## config.mk

```make
export PLATFORM = sky130hd
export DESIGN_NAME = uart_tx_cfg
export DESIGN_NICKNAME = d
export VERILOG_FILES = /design/src/rtl/uart_pkg.sv /design/src/rtl/uart_fifo.sv /design/src/rtl/uart_tx_cfg.sv
export SDC_FILE = /design/constraint.sdc
export NUM_CORES = 1
export LEC_CHECK = 0
export ABC_CLOCK_PERIOD_IN_PS = 3930
export BUFFER_PORTS_ARGS = -buffer_cell sky130_fd_sc_hd__buf_2
export CORE_MARGIN = 4
export CORE_UTILIZATION = 28
export DETAILED_ROUTE_END_ITERATION = 8
export PLACE_DENSITY_LB_ADDON = 0.05
export SYNTH_ARGS = -nofsm -noshare
export SYNTH_HDL_FRONTEND = slang
export SYNTH_SLANG_ARGS = --single-unit
```

## constraint.sdc

```tcl
create_clock -name clock -period 3.93 [get_ports clock]
set_input_delay 0.5895 -clock clock [delete_from_list [all_inputs] [get_ports clock]]
set_output_delay 0.5895 -clock clock [all_outputs]
set_load 0.05 [all_outputs]
```

## src/rtl/uart_pkg.sv

```systemverilog
// Shared UART encodings: character length, parity mode, frame FSM states and latched frame config.
package uart_pkg;

    typedef enum logic [1:0] {
        DB_5 = 2'b00,
        DB_6 = 2'b01,
        DB_7 = 2'b10,
        DB_8 = 2'b11
    } data_bits_t;

    typedef enum logic [1:0] {
        PAR_NONE     = 2'b00,
        PAR_EVEN     = 2'b01,
        PAR_ODD      = 2'b10,
        PAR_NONE_ALT = 2'b11
    } parity_t;

    typedef enum logic [2:0] {
        ST_IDLE   = 3'd0,
        ST_START  = 3'd1,
        ST_DATA   = 3'd2,
        ST_PARITY = 3'd3,
        ST_STOP   = 3'd4
    } uart_state_t;

    typedef struct packed {
        data_bits_t bits;
        parity_t    parity;
        logic       stop2;
    } frame_cfg_t;

    // Index of the last data bit: 5 bits -> 4 ... 8 bits -> 7.
    function automatic logic [2:0] last_bit_idx(data_bits_t db);
        return 3'd4 + 3'(db);
    endfunction

    function automatic logic parity_on(parity_t p);
        return (p == PAR_EVEN) || (p == PAR_ODD);
    endfunction

endpackage

```

## src/rtl/uart_fifo.sv

```systemverilog
// Byte FIFO with power-of-two depth; head entry is visible on rd_data while non-empty.
module uart_fifo #(
    parameter int unsigned DEPTH = 4
) (
    input  logic                     clock,
    input  logic                     reset,
    input  logic                     push,
    input  logic [7:0]               wr_data,
    input  logic                     pop,
    output logic [7:0]               rd_data,
    output logic [$clog2(DEPTH):0]   count
);

    localparam int unsigned PW = $clog2(DEPTH);
    localparam int unsigned CW = PW + 1;

    logic [7:0]    mem [DEPTH];
    logic [PW-1:0] wr_ptr;
    logic [PW-1:0] rd_ptr;
    logic          push_ok;
    logic          pop_ok;

    assign push_ok = push && (count < CW'(DEPTH));
    assign pop_ok  = pop && (count != '0);
    assign rd_data = mem[rd_ptr];

    always_ff @(posedge clock) begin
        if (push_ok) begin
            mem[wr_ptr] <= wr_data;
        end
    end

    // Pointers wrap naturally because DEPTH is a power of two.
    always_ff @(posedge clock) begin
        if (reset) begin
            wr_ptr <= '0;
            rd_ptr <= '0;
            count  <= '0;
        end else begin
            if (push_ok) wr_ptr <= wr_ptr + PW'(1);
            if (pop_ok)  rd_ptr <= rd_ptr + PW'(1);
            case ({push_ok, pop_ok})
                2'b10:   count <= count + CW'(1);
                2'b01:   count <= count - CW'(1);
                default: count <= count;
            endcase
        end
    end

endmodule

```

## src/rtl/uart_tx_cfg.sv

```systemverilog
// Configurable UART transmitter: FIFO-fed, 5..8 data bits, optional even/odd parity, 1 or 2 stop bits.
module uart_tx_cfg
    import uart_pkg::*;
#(
    parameter int unsigned CLOCK_FREQUENCY = 100000000,
    parameter int unsigned BAUD_RATE       = 9600,
    parameter int unsigned FIFO_DEPTH      = 4
) (
    input  logic                          clock,
    input  logic                          reset,
    input  logic [7:0]                    data,
    input  logic                          valid,
    output logic                          ready,
    input  logic [1:0]                    data_bits,
    input  logic [1:0]                    parity_mode,
    input  logic                          stop_bits,
    output logic                          tx,
    output logic                          busy,
    output logic [$clog2(FIFO_DEPTH):0]   fifo_count
);

    localparam int unsigned DIVISOR = CLOCK_FREQUENCY / BAUD_RATE;
    localparam int unsigned BW      = (DIVISOR > 1) ? $clog2(DIVISOR) : 1;
    localparam int unsigned CW      = $clog2(FIFO_DEPTH) + 1;

    uart_state_t state_q, state_d;
    logic [BW-1:0] baud_q, baud_d;
    logic [2:0]    bit_idx_q, bit_idx_d;
    logic          stop_idx_q, stop_idx_d;
    logic [7:0]    shift_q, shift_d;
    logic          par_q, par_d;
    frame_cfg_t    cfg_q, cfg_d;
    logic          tx_d;
    logic          busy_d;
    logic          bit_done;
    logic          start_frame;
    logic          push;
    logic          pop;
    logic [7:0]    fifo_rd;
    logic [CW-1:0] count_d;

    assign ready    = (fifo_count < CW'(FIFO_DEPTH));
    assign push     = valid && ready;
    assign bit_done = (baud_q == BW'(DIVISOR - 1));

    uart_fifo #(.DEPTH(FIFO_DEPTH)) u_fifo (
        .clock   (clock),
        .reset   (reset),
        .push    (push),
        .wr_data (data),
        .pop     (pop),
        .rd_data (fifo_rd),
        .count   (fifo_count)
    );

    always_ff @(posedge clock) begin
        if (reset) begin
            state_q    <= ST_IDLE;
            baud_q     <= '0;
            bit_idx_q  <= '0;
            stop_idx_q <= 1'b0;
            shift_q    <= '0;
            par_q      <= 1'b0;
            cfg_q      <= '0;
            tx         <= 1'b1;
            busy       <= 1'b0;
        end else begin
            state_q    <= state_d;
            baud_q     <= baud_d;
            bit_idx_q  <= bit_idx_d;
            stop_idx_q <= stop_idx_d;
            shift_q    <= shift_d;
            par_q      <= par_d;
            cfg_q      <= cfg_d;
            tx         <= tx_d;
            busy       <= busy_d;
        end
    end

    // Next-state, line value and frame bookkeeping; tx_d is the line level for the coming cycle.
    always_comb begin
        state_d     = state_q;
        baud_d      = baud_q;
        bit_idx_d   = bit_idx_q;
        stop_idx_d  = stop_idx_q;
        shift_d     = shift_q;
        par_d       = par_q;
        cfg_d       = cfg_q;
        tx_d        = tx;
        pop         = 1'b0;
        start_frame = 1'b0;

        if (state_q != ST_IDLE) begin
            baud_d = bit_done ? '0 : baud_q + BW'(1);
        end

        case (state_q)
            ST_IDLE: begin
                start_frame = (fifo_count != '0);
            end
            ST_START: begin
                if (bit_done) begin
                    state_d = ST_DATA;
                    tx_d    = shift_q[0];
                end
            end
            ST_DATA: begin
                if (bit_done) begin
                    par_d   = par_q ^ shift_q[0];
                    shift_d = {1'b0, shift_q[7:1]};
                    if (bit_idx_q == last_bit_idx(cfg_q.bits)) begin
                        if (parity_on(cfg_q.parity)) begin
                            state_d = ST_PARITY;
                            tx_d    = par_d ^ (cfg_q.parity == PAR_ODD);
                        end else begin
                            state_d = ST_STOP;
                            tx_d    = 1'b1;
                        end
                    end else begin
                        bit_idx_d = bit_idx_q + 3'd1;
                        tx_d      = shift_q[1];
                    end
                end
            end
            ST_PARITY: begin
                if (bit_done) begin
                    state_d = ST_STOP;
                    tx_d    = 1'b1;
                end
            end
            ST_STOP: begin
                if (bit_done) begin
                    if (stop_idx_q == cfg_q.stop2) begin
                        if (fifo_count != '0) begin
                            start_frame = 1'b1;
                        end else begin
                            state_d = ST_IDLE;
                            tx_d    = 1'b1;
                        end
                    end else begin
                        stop_idx_d = 1'b1;
                    end
                end
            end
            default: begin
                state_d = ST_IDLE;
                tx_d    = 1'b1;
            end
        endcase

        // Back-to-back frames start on the same edge the previous stop bit ends.
        if (start_frame) begin
            pop        = 1'b1;
            cfg_d      = '{bits: data_bits_t'(data_bits), parity: parity_t'(parity_mode), stop2: stop_bits};
            shift_d    = fifo_rd;
            par_d      = 1'b0;
            bit_idx_d  = '0;
            stop_idx_d = 1'b0;
            state_d    = ST_START;
            tx_d       = 1'b0;
        end

        count_d = fifo_count + CW'(push) - CW'(pop);
        busy_d  = (state_d != ST_IDLE) || (count_d != '0);
    end

endmodule

```

# After elaboration in Yosys (flattened, before gate mapping)
# Memories as Yosys holds them, arrays and structs flattened. A register that Yosys moved wholly into a read port is not among the register bits.
# Index checks and enable logic that the tools add are counted.
[totals]
reg_bits = 44
mem_bits_rw = 32
input_bits = 16
output_inout_bits = 6
word_cells = 100
n_memories = 1
[classes]
n_addsub = 9
order_cmp = 1
n_eq_ne = 18
mux = 34
bitwise = 4
reduce_logical = 19
[mem_list]
columns = ["name", "depth", "word_bits", "read_ports", "rd_clocked_by_memory_dff", "write_ports", "line", "source"]
rows = [
  ["u_fifo.mem", 4, 8, 1, 1, 1, "uart_fifo.sv:17", "logic [7:0] mem [DEPTH];"],
]
[op_table]
columns = ["operator", "count"]
rows = [
  ["$mux 3", 9],
  ["$mux 8", 3],
  ["$ne 3x3->1 const B", 6],
  ["$mux 1", 15],
  ["$pmux 3 s5", 1],
  ["$add 14x1->14 const B", 1],
  ["$eq 14x14->1 const B", 1],
  ["$mux 14", 1],
  ["$reduce_bool 3->1", 4],
  ["$reduce_and 7->1", 1],
  ["$add 3x1->3 const B", 2],
  ["$eq 3x2->1 const B", 2],
  ["$pmux 3 s2", 1],
  ["$reduce_and 3->1", 2],
  ["$reduce_bool 2->1", 3],
  ["$pmux 1 s5", 1],
  ["$add 2x1->2 const B", 2],
  ["$eq 2x1->1 const B", 2],
  ["$eq 2x2->1 const B", 2],
  ["$mux 2", 2],
  ["$reduce_and 2->1", 2],
  ["$add 3x1->3", 1],
  ["$add 3x2->3 const A", 1],
  ["$eq 3x1->1 const B", 1],
  ["14 further kinds", 19],
]

# Depth between registers and ports, before layout
# Gate-level depths: netlist (run 1).
[logic_depth]
depth_word = 9
depth_mapped = 14
depth_no_buf = 13

# Hierarchy
# From an unflattened synthesis (run 1), not the netlist that was laid out.
[unflattened]
cells_unflattened = 308
hier_area_um2 = 3492.1
[modules_own_cells]
columns = ["module", "instances", "cells_per_inst", "area_each_um2", "seq_area_each_um2"]
rows = [
  ["uart_tx_cfg", 1, 218, 1870.5, 740.7],
  ["uart_fifo", 1, 90, 1621.6, 1141.1],
]

# Least setup slack after synthesis (run 1)
# No wires, ideal clock.
[synth_timing]
path_kind = "register -> register"
startpoint = "reg baud_q[8]"
endpoint = "reg busy"
setup_time_ns = 0.138
arrival_ns = 3.387
required_ns = 3.792
slack_ns = 0.405
stages_incl_launch_ff = 14
n_path_buf = 1
synth_period_minus_slack_ns = 3.525
cell_sequence = "dfxtp_1 -> or4b_4 -> or4_1 -> buf_4 -> o21ai_4 -> a21o_1 -> o21ai_0 -> ha_1 -> fa_1 -> xnor2_1 -> xnor2_1 -> or3_1 -> a211oi_1 -> o221ai_1"
[synth_between]
elab_chain_cells = 7
word_cells_on_any_way = 14
classes_between = "add/sub: 1; eq/ne: 1; mux: 9; reduce/logical: 3"
[synth_lines]
columns = ["item", "line", "source"]
rows = [
  ["from (decl)", "uart_tx_cfg.sv:27", "logic [BW-1:0] baud_q, baud_d;"],
  ["from (signal assigned)", "uart_tx_cfg.sv:69", "baud_q <= baud_d;"],
  ["$eq 14x14->1 (*)", "uart_tx_cfg.sv:44", "assign bit_done = (baud_q == BW'(DIVISOR - 1));"],
  ["$mux 1", "uart_tx_cfg.sv:132", "if (bit_done) begin"],
  ["$pmux 1 s2", "uart_tx_cfg.sv:97", "case (state_q)"],
  ["$mux 1", "uart_tx_cfg.sv:152", "if (start_frame) begin"],
  ["$sub 3x1->3", "uart_tx_cfg.sv:163", "count_d = fifo_count + CW'(push) - CW'(pop);"],
  ["$reduce_bool 3->1", "uart_tx_cfg.sv:164", "busy_d = (state_d != ST_IDLE) || (count_d != '0);"],
  ["$logic_or 1x1->1 (*)", "uart_tx_cfg.sv:164", ""],
  ["to (signal assigned)", "uart_tx_cfg.sv:76", "busy <= busy_d;"],
  ["to (decl)", "uart_tx_cfg.sv:18", "output logic busy,"],
]
# Every way passes the cells marked *; elsewhere a longest branch is shown, timed or not.
# A chain may end at the register's enable or synchronous reset.

# Worst setup path in the final report (run 1)
# Ends and elaborated chain as after synthesis.

==> summary.txt, run 1 <==
warning count from the yosys run: 0
count of cell types in the netlist: 44
flip-flop and latch count after synthesis: 78
via-per-instance ratio: 4.71
DPL Wire Length: 5300 um
clk slew on worst S/H paths: 0.06 ns
CP Data Arrival Time: 3.86 ns
via count of the first global-routing pass: 2418
largest area contributor in the netlist: sky130_fd_sc_hd__edfxtp_1
Max-cap violations: 0
pin count of the biggest net entering global routing: 29
number of cells after detailed placement: 501
Min-Delay Endpoint: u_fifo.mem[1][3]
number of antenna violations at the first check in global routing: 0
largest cells by area after synthesis: sky130_fd_sc_hd__edfxtp_1, sky130_fd_sc_hd__dfxtp_1, sky130_fd_sc_hd__mux4_2
fraction of met3 tracks used by global routing: 3.91%
cell area after layout: 4110 um^2
Fillers: 1233
Total Wirelength: 7860 um
setup repair bufs after CTS: 0
peak per-stage delay on the critical path: 0.61 ns
endpoints failing hold: 0
maximum net fanout on the critical path: 6
critical hold path startpoint: data[3]
max-slew headroom at the worst pin: 57.4%
Min-Delay Path Class: input port to flip-flop
placeable core region: 12200 um^2
Post-DRT Antenna Nets: 0
Critical R2R Capture: busy
leading cell types in the layout, fill and taps excluded: sky130_fd_sc_hd__dfxtp_1, sky130_fd_sc_hd__edfxtp_1, sky130_fd_sc_hd__nor2_1
global-route layer with the greatest usage: met2
crit-path leading delay family: simple AND/OR/NAND/NOR gates
number of cell instances on the worst register-to-register path: 12
Via Count: 2436
critical path class: flip-flop to flip-flop
count of antenna diodes in the layout: 0
hold depth: 1
fraction of registers with async set or reset after synthesis: 0%
first-pass iteration count of the detailed router: 4
ratio of total power to cell area: 665 nW/um^2
unrepaired setup endpoints after global routing: false
Netlist Area Pre-Place: 3520 um^2
worst reg2reg setup slack: 0.26 ns
net count after synthesis: 348
Clock Root Buffer: sky130_fd_sc_hd__clkbuf_16
library cell contributing the largest single delay on the critical path: sky130_fd_sc_hd__or4_1
ordered cell list for the critical path: or4b_4, or4_1, o21ai_4, a21o_1, o21ai_0, ha_1, fa_1, xnor2_1, xnor2_1, or3_1, a211oi_1, o221ai_1
initial core utilization: 28.9%
die outline area: 14400 um^2
Port Buffer Count: 21
overall die width: 120 um
Global Route met2 Usage: 18.1%
Remaining Overflow, GRT: 0
post-synthesis adder-cell area fraction: 4.34%
mux contribution to synthesized area: 5.41%
TritonCTS sink count: 78
area share of the leading cell type in the synthesized netlist: 27.3%
buffer depth of the longest clock path: 2
CTS tree: done
static leakage: 0.00143 uW
final standard cell count with taps included and fillers excluded: 517
final critical-path required period: 3.67 ns
I/O pin count: 22
fin crit share: 93.3%
top achievable clock speed: 273 MHz
number of nets in the final layout: 371
post-route setup TNS: 0 ns
Synth Area in Compound Gates: 10.2%
start of the worst register-to-register path: baud_q[8]
worst-case vdd ir drop: 0.261 mV
global-route wire length before repair: 12900 um
number of CTS-inserted buffers: 9
Setup-failing EPs final: 0
WL/cell: 15.2 um
largest family of logic cells by synthesized area: simple AND/OR/NAND/NOR gates
Row Count: 40
most frequent cell on the critical path: sky130_fd_sc_hd__xnor2_1
fin. max-slew vios: 0
count of unresolved DRC violations after routing: 0
total power after layout: 2730 uW
met1 Usage GRT: 15.0%
Post-Route Skew: 0.00850 ns
slew at the pin closest to its max-slew limit: 0.639 ns
Post-synth EDFFs: 32
worst endpoint required time: 4.12 ns
Critical Path End Type: flip-flop
total placed instance area: 3830 um^2
number of DRC markers in iteration 0: 139
Hold WS: 0.475 ns
number of levels the H-tree was split into: 3
most frequent standard cell in the layout excluding fill and tap cells: sky130_fd_sc_hd__dfxtp_1
Die Ht: 120 um
clock latency on the worst-skew pair: 0.34 ns
outcome: finished clean
number of buffer and inverter instances along the worst setup path: 0
routability congestion estimate: 0.724
area grow syn2layout: 16.9%
per-instance average area after synthesis: 11.0 um^2
share of the yosys chip area belonging to registers: 53.5%
gate count after technology mapping: 321
count of hold buffers inserted by post-cts repair: 0
fraction of layout cells with a size suffix above 1: 16.0%
Post-Synth Simple-Gate Area: 16.5%
Setup crit start kind: flip-flop
number of instances resized during post-cts repair: 0
share of the synthesized netlist area taken by xor and xnor gates: 6.72%
overall fraction of global-route tracks in use: 11.6%
Post-synth top flop: sky130_fd_sc_hd__dfxtp_1
-- worst reg2reg max path, cell delays in order (launching register included) --
cell and delay [ns]:
sky130_fd_sc_hd__dfxtp_1 0.34, sky130_fd_sc_hd__or4b_4 0.56, sky130_fd_sc_hd__or4_1 0.61, sky130_fd_sc_hd__o21ai_4 0.24
sky130_fd_sc_hd__a21o_1 0.13, sky130_fd_sc_hd__o21ai_0 0.08, sky130_fd_sc_hd__ha_1 0.21, sky130_fd_sc_hd__fa_1 0.41
sky130_fd_sc_hd__xnor2_1 0.15, sky130_fd_sc_hd__xnor2_1 0.12, sky130_fd_sc_hd__or3_1 0.32, sky130_fd_sc_hd__a211oi_1 0.20
sky130_fd_sc_hd__o221ai_1 0.16
-- metrics by stage --
| step | util [%] | worst slack (ns) |
|---|---|---|
| finish | 33.8 | 0.264 |
| floorplan | - | 0.405 |
| global placement | 31.5 | 0.321 |
| CTS | 33.8 | 0.230 |
| detailed placement | 31.5 | 0.239 |
| global route | 33.8 | 0.0721 |
-- synthesized netlist by cell type, types with 3 or more instances --
cell,count
sky130_fd_sc_hd__nand3_1,25
sky130_fd_sc_hd__xnor2_1,13
sky130_fd_sc_hd__dfxtp_1,46
sky130_fd_sc_hd__xor2_1,14
sky130_fd_sc_hd__o21ai_0,9
sky130_fd_sc_hd__nand2_1,17
sky130_fd_sc_hd__buf_1,4
sky130_fd_sc_hd__edfxtp_1,32
sky130_fd_sc_hd__nand4_1,3
sky130_fd_sc_hd__a21oi_1,15
sky130_fd_sc_hd__ha_1,9
sky130_fd_sc_hd__a21o_1,4
sky130_fd_sc_hd__or3_1,5
sky130_fd_sc_hd__nand2b_1,3
sky130_fd_sc_hd__clkbuf_1,10
sky130_fd_sc_hd__and4_1,4
sky130_fd_sc_hd__inv_1,12
sky130_fd_sc_hd__o211ai_1,5
sky130_fd_sc_hd__mux4_2,8
sky130_fd_sc_hd__nor3_1,9
sky130_fd_sc_hd__a31oi_1,6
sky130_fd_sc_hd__and2_1,5
sky130_fd_sc_hd__nor2_1,31
-- cell families after synthesis --
group	after synthesis
compound gates	54
buf+inv	29
mux	9
flops	78
simple gates	113
fa+ha+maj	11
xor+xnor	27
-- worst max-delay path by stage --
stage | cells past startpoint | start | slack (ns) | to
finish | 12 | baud_q[8] | 0.26 | busy
global route | 12 | baud_q[4] | 0.07 | busy
CTS | 12 | baud_q[4] | 0.23 | busy
detailed placement | 12 | baud_q[4] | 0.24 | busy
global placement | 12 | baud_q[8] | 0.32 | busy
floorplan | 13 | baud_q[8] | 0.41 | busy
-- power breakdown --
group          switching (uW)  internal [uW]
clock network             319            462
logic                     496            349
registers                 120            990
total                     934           1800
-- state kept, by name (all words and copies together) (netlist names), named ones only --
signal         flops
shift_q            8
bit_idx_q          3
u_fifo.wr_ptr      2
busy               1
stop_idx_q         1
u_fifo.mem        32
tx                 1
par_q              1
cfg_q              5
u_fifo.count       3
state_q            3
u_fifo.rd_ptr      2
baud_q            14
-- routing by layer --
| metal | wire [um] | share of wire, % |
|---|---|---|
| met1 | 3720 | 47 |
| met2 | 3690 | 47 |
| met3 | 319 | 4.1 |
| met4 | 132 | 1.7 |
| met5 | 0 | 0 |
-- area by class of cell --
cell class | instances | area, um^2 | area share (%)
sequential | 78 | 1880 | 45.8
clock buffer | 13 | 260 | 6.33
multi-input combinational | 214 | 1530 | 37.3
timing repair buffer | 29 | 165 | 4.02
clock inverter | 3 | 17.5 | 0.426
inverter | 12 | 45.0 | 1.10
tap | 168 | 210 | 5.11
Note: power is estimated with default switching activity, not from simulation.
==> run 2: changes to the inputs <==
--- a/config.mk
+++ b/config.mk
@@ -10,6 +10,7 @@
 export CORE_MARGIN = 4
 export CORE_UTILIZATION = 28
 export DETAILED_ROUTE_END_ITERATION = 8
+export MAX_ROUTING_LAYER = met4
 export PLACE_DENSITY_LB_ADDON = 0.05
 export SYNTH_ARGS = -nofsm -noshare
 export SYNTH_HDL_FRONTEND = slang
==> run 2 against run 1 <==
Net effect: combinational power about the same; sequential power about the same; global-route usage up 0.33 points; setup slack worse by 0.0047 ns; largest cell class unchanged; flip-flop and latch count unchanged; critical endpoint unchanged.
==> summary.txt, run 2 (same netlist as run 1, synthesis figures left out) <==
clk slew on worst S/H paths: 0.06 ns
count of unresolved DRC violations after routing: 0
buffer depth of the longest clock path: 2
number of cell instances on the worst register-to-register path: 12
count of antenna diodes in the layout: 0
CP Data Arrival Time: 3.86 ns
routability congestion estimate: 0.733
CP Launch Point: baud_q[8]
Post-DRT Antenna Nets: 0
Global Route met2 Usage: 18.1%
placeable core region: 12200 um^2
overall fraction of global-route tracks in use: 12.0%
via-per-instance ratio: 4.69
static leakage: 0.00143 uW
fin. max-slew vios: 0
peak per-stage delay on the critical path: 0.61 ns
number of CTS-inserted buffers: 9
number of flip-flops under the largest register name: 32
most frequent cell on the critical path: sky130_fd_sc_hd__xnor2_1
Row Count: 40
most frequent standard cell in the layout excluding fill and tap cells: sky130_fd_sc_hd__dfxtp_1
Die Ht: 120 um
overall die width: 120 um
Clock Root Buffer: sky130_fd_sc_hd__clkbuf_16
setup repair bufs after CTS: 0
start of the worst register-to-register path: baud_q[8]
final critical-path required period: 3.67 ns
number of DRC markers in iteration 0: 148
worst-case vdd ir drop: 0.261 mV
worst reg2reg setup slack: 0.26 ns
global-route layer with the greatest usage: met2
die outline area: 14400 um^2
clock latency on the worst-skew pair: 0.34 ns
via count of the first global-routing pass: 2414
CTS tree: done
Max-cap violations: 0
Setup crit start kind: flip-flop
worst endpoint required time: 4.12 ns
count of hold buffers inserted by post-cts repair: 0
Min-Delay Path Class: flip-flop to flip-flop
fraction of met3 tracks used by global routing: 3.91%
critical hold path startpoint: cfg_q[1]
Remaining Overflow, GRT: 0
area grow syn2layout: 16.9%
library cell contributing the largest single delay on the critical path: sky130_fd_sc_hd__or4_1
leading cell types in the layout, fill and taps excluded: sky130_fd_sc_hd__dfxtp_1, sky130_fd_sc_hd__edfxtp_1, sky130_fd_sc_hd__nor2_1
number of nets in the final layout: 371
maximum net fanout on the critical path: 6
met1 Usage GRT: 15.0%
Fillers: 1233
fraction of layout cells with a size suffix above 1: 16.0%
DPL Wire Length: 5300 um
slew at the pin closest to its max-slew limit: 0.638 ns
hold depth: 2
TritonCTS sink count: 78
ordered cell list for the critical path: or4b_4, or4_1, o21ai_4, a21o_1, o21ai_0, ha_1, fa_1, xnor2_1, xnor2_1, or3_1, a211oi_1, o221ai_1
Post-Route Skew: 0.00821 ns
ratio of total power to cell area: 665 nW/um^2
WL/cell: 15.1 um
global-route wire length before repair: 12900 um
max-slew headroom at the worst pin: 57.5%
unrepaired setup endpoints after global routing: false
post-route setup TNS: 0 ns
number of antenna violations at the first check in global routing: 0
I/O pin count: 22
crit-path leading delay family: simple AND/OR/NAND/NOR gates
Setup-failing EPs final: 0
register bank with the most flops: u_fifo.mem
initial core utilization: 28.9%
first-pass iteration count of the detailed router: 4
endpoints failing hold: 0
Total Wirelength: 7830 um
number of levels the H-tree was split into: 3
Min-Delay Endpoint: cfg_q[1]
Critical Path End Type: flip-flop
pin count of the biggest net entering global routing: 29
top achievable clock speed: 272 MHz
number of buffer and inverter instances along the worst setup path: 0
Hold WS: 0.472 ns
critical path class: flip-flop to flip-flop
fin crit share: 93.4%
Port Buffer Count: 21
Via Count: 2425
Critical R2R Capture: busy
largest registers: u_fifo.mem x32, baud_q x14, shift_q x8
outcome: finished clean
number of instances resized during post-cts repair: 0
[run 2: cell counts in the layout (fill, tap and decap cells not counted)]
Identical to the previous run, type by type.
[run 2: per-layer routing]
metal  vias up  part of all wire [%]  wire length (um)
li1       1213                     -                 -
met3        11                   3.7               292
met5         -                     0                 0
met2        34                    47              3690
met1      1167                    47              3710
met4         0                   1.7               133
[run 2: cell type report]
type	instances	area, um^2	area share [%]
clock inverter	3	17.5	0.426
clock buffer	13	260	6.33
sequential	78	1880	45.8
inverter	12	45.0	1.10
tap	168	210	5.11
multi-input combinational	214	1530	37.3
timing repair buffer	29	165	4.02
[run 2: worst min-delay path, delay by kind of cell, from the launching register on]
kind	cells	cell delay (ns)
DFF	1	0.31
AOI/OAI and AO/OA	2	0.12
[run 2: stage by stage]
step                      std cells  area, um^2  power [uW]  utilization [%]  setup slack [ns]
after global routing            517        4110        2920             33.8            0.0721
after detailed placement        501        3830        1990             31.5             0.239
after global placement          501        3830        1990             31.5             0.321
after floorplan                 321        3520        1740                -             0.405
final                           517        4110        2730             33.8             0.259
after CTS                       517        4110        2800             33.8             0.230
[run 2: worst max-delay path by stage]
stage | endpoint | slack (ns) | cells after the start
4_1_cts | busy | 0.23 | 12
5_1_grt | busy | 0.07 | 12
3_5_place_dp | busy | 0.24 | 12
2_1_floorplan | busy | 0.41 | 13
3_3_place_gp | busy | 0.32 | 12
6_report | busy | 0.26 | 12
[run 2: where the power goes]
group          total (uW)  internal [uW]  switching, uW
combinational         844            349            495
sequential           1110            990            120
clock                 780            462            319
total                2730           1800            933
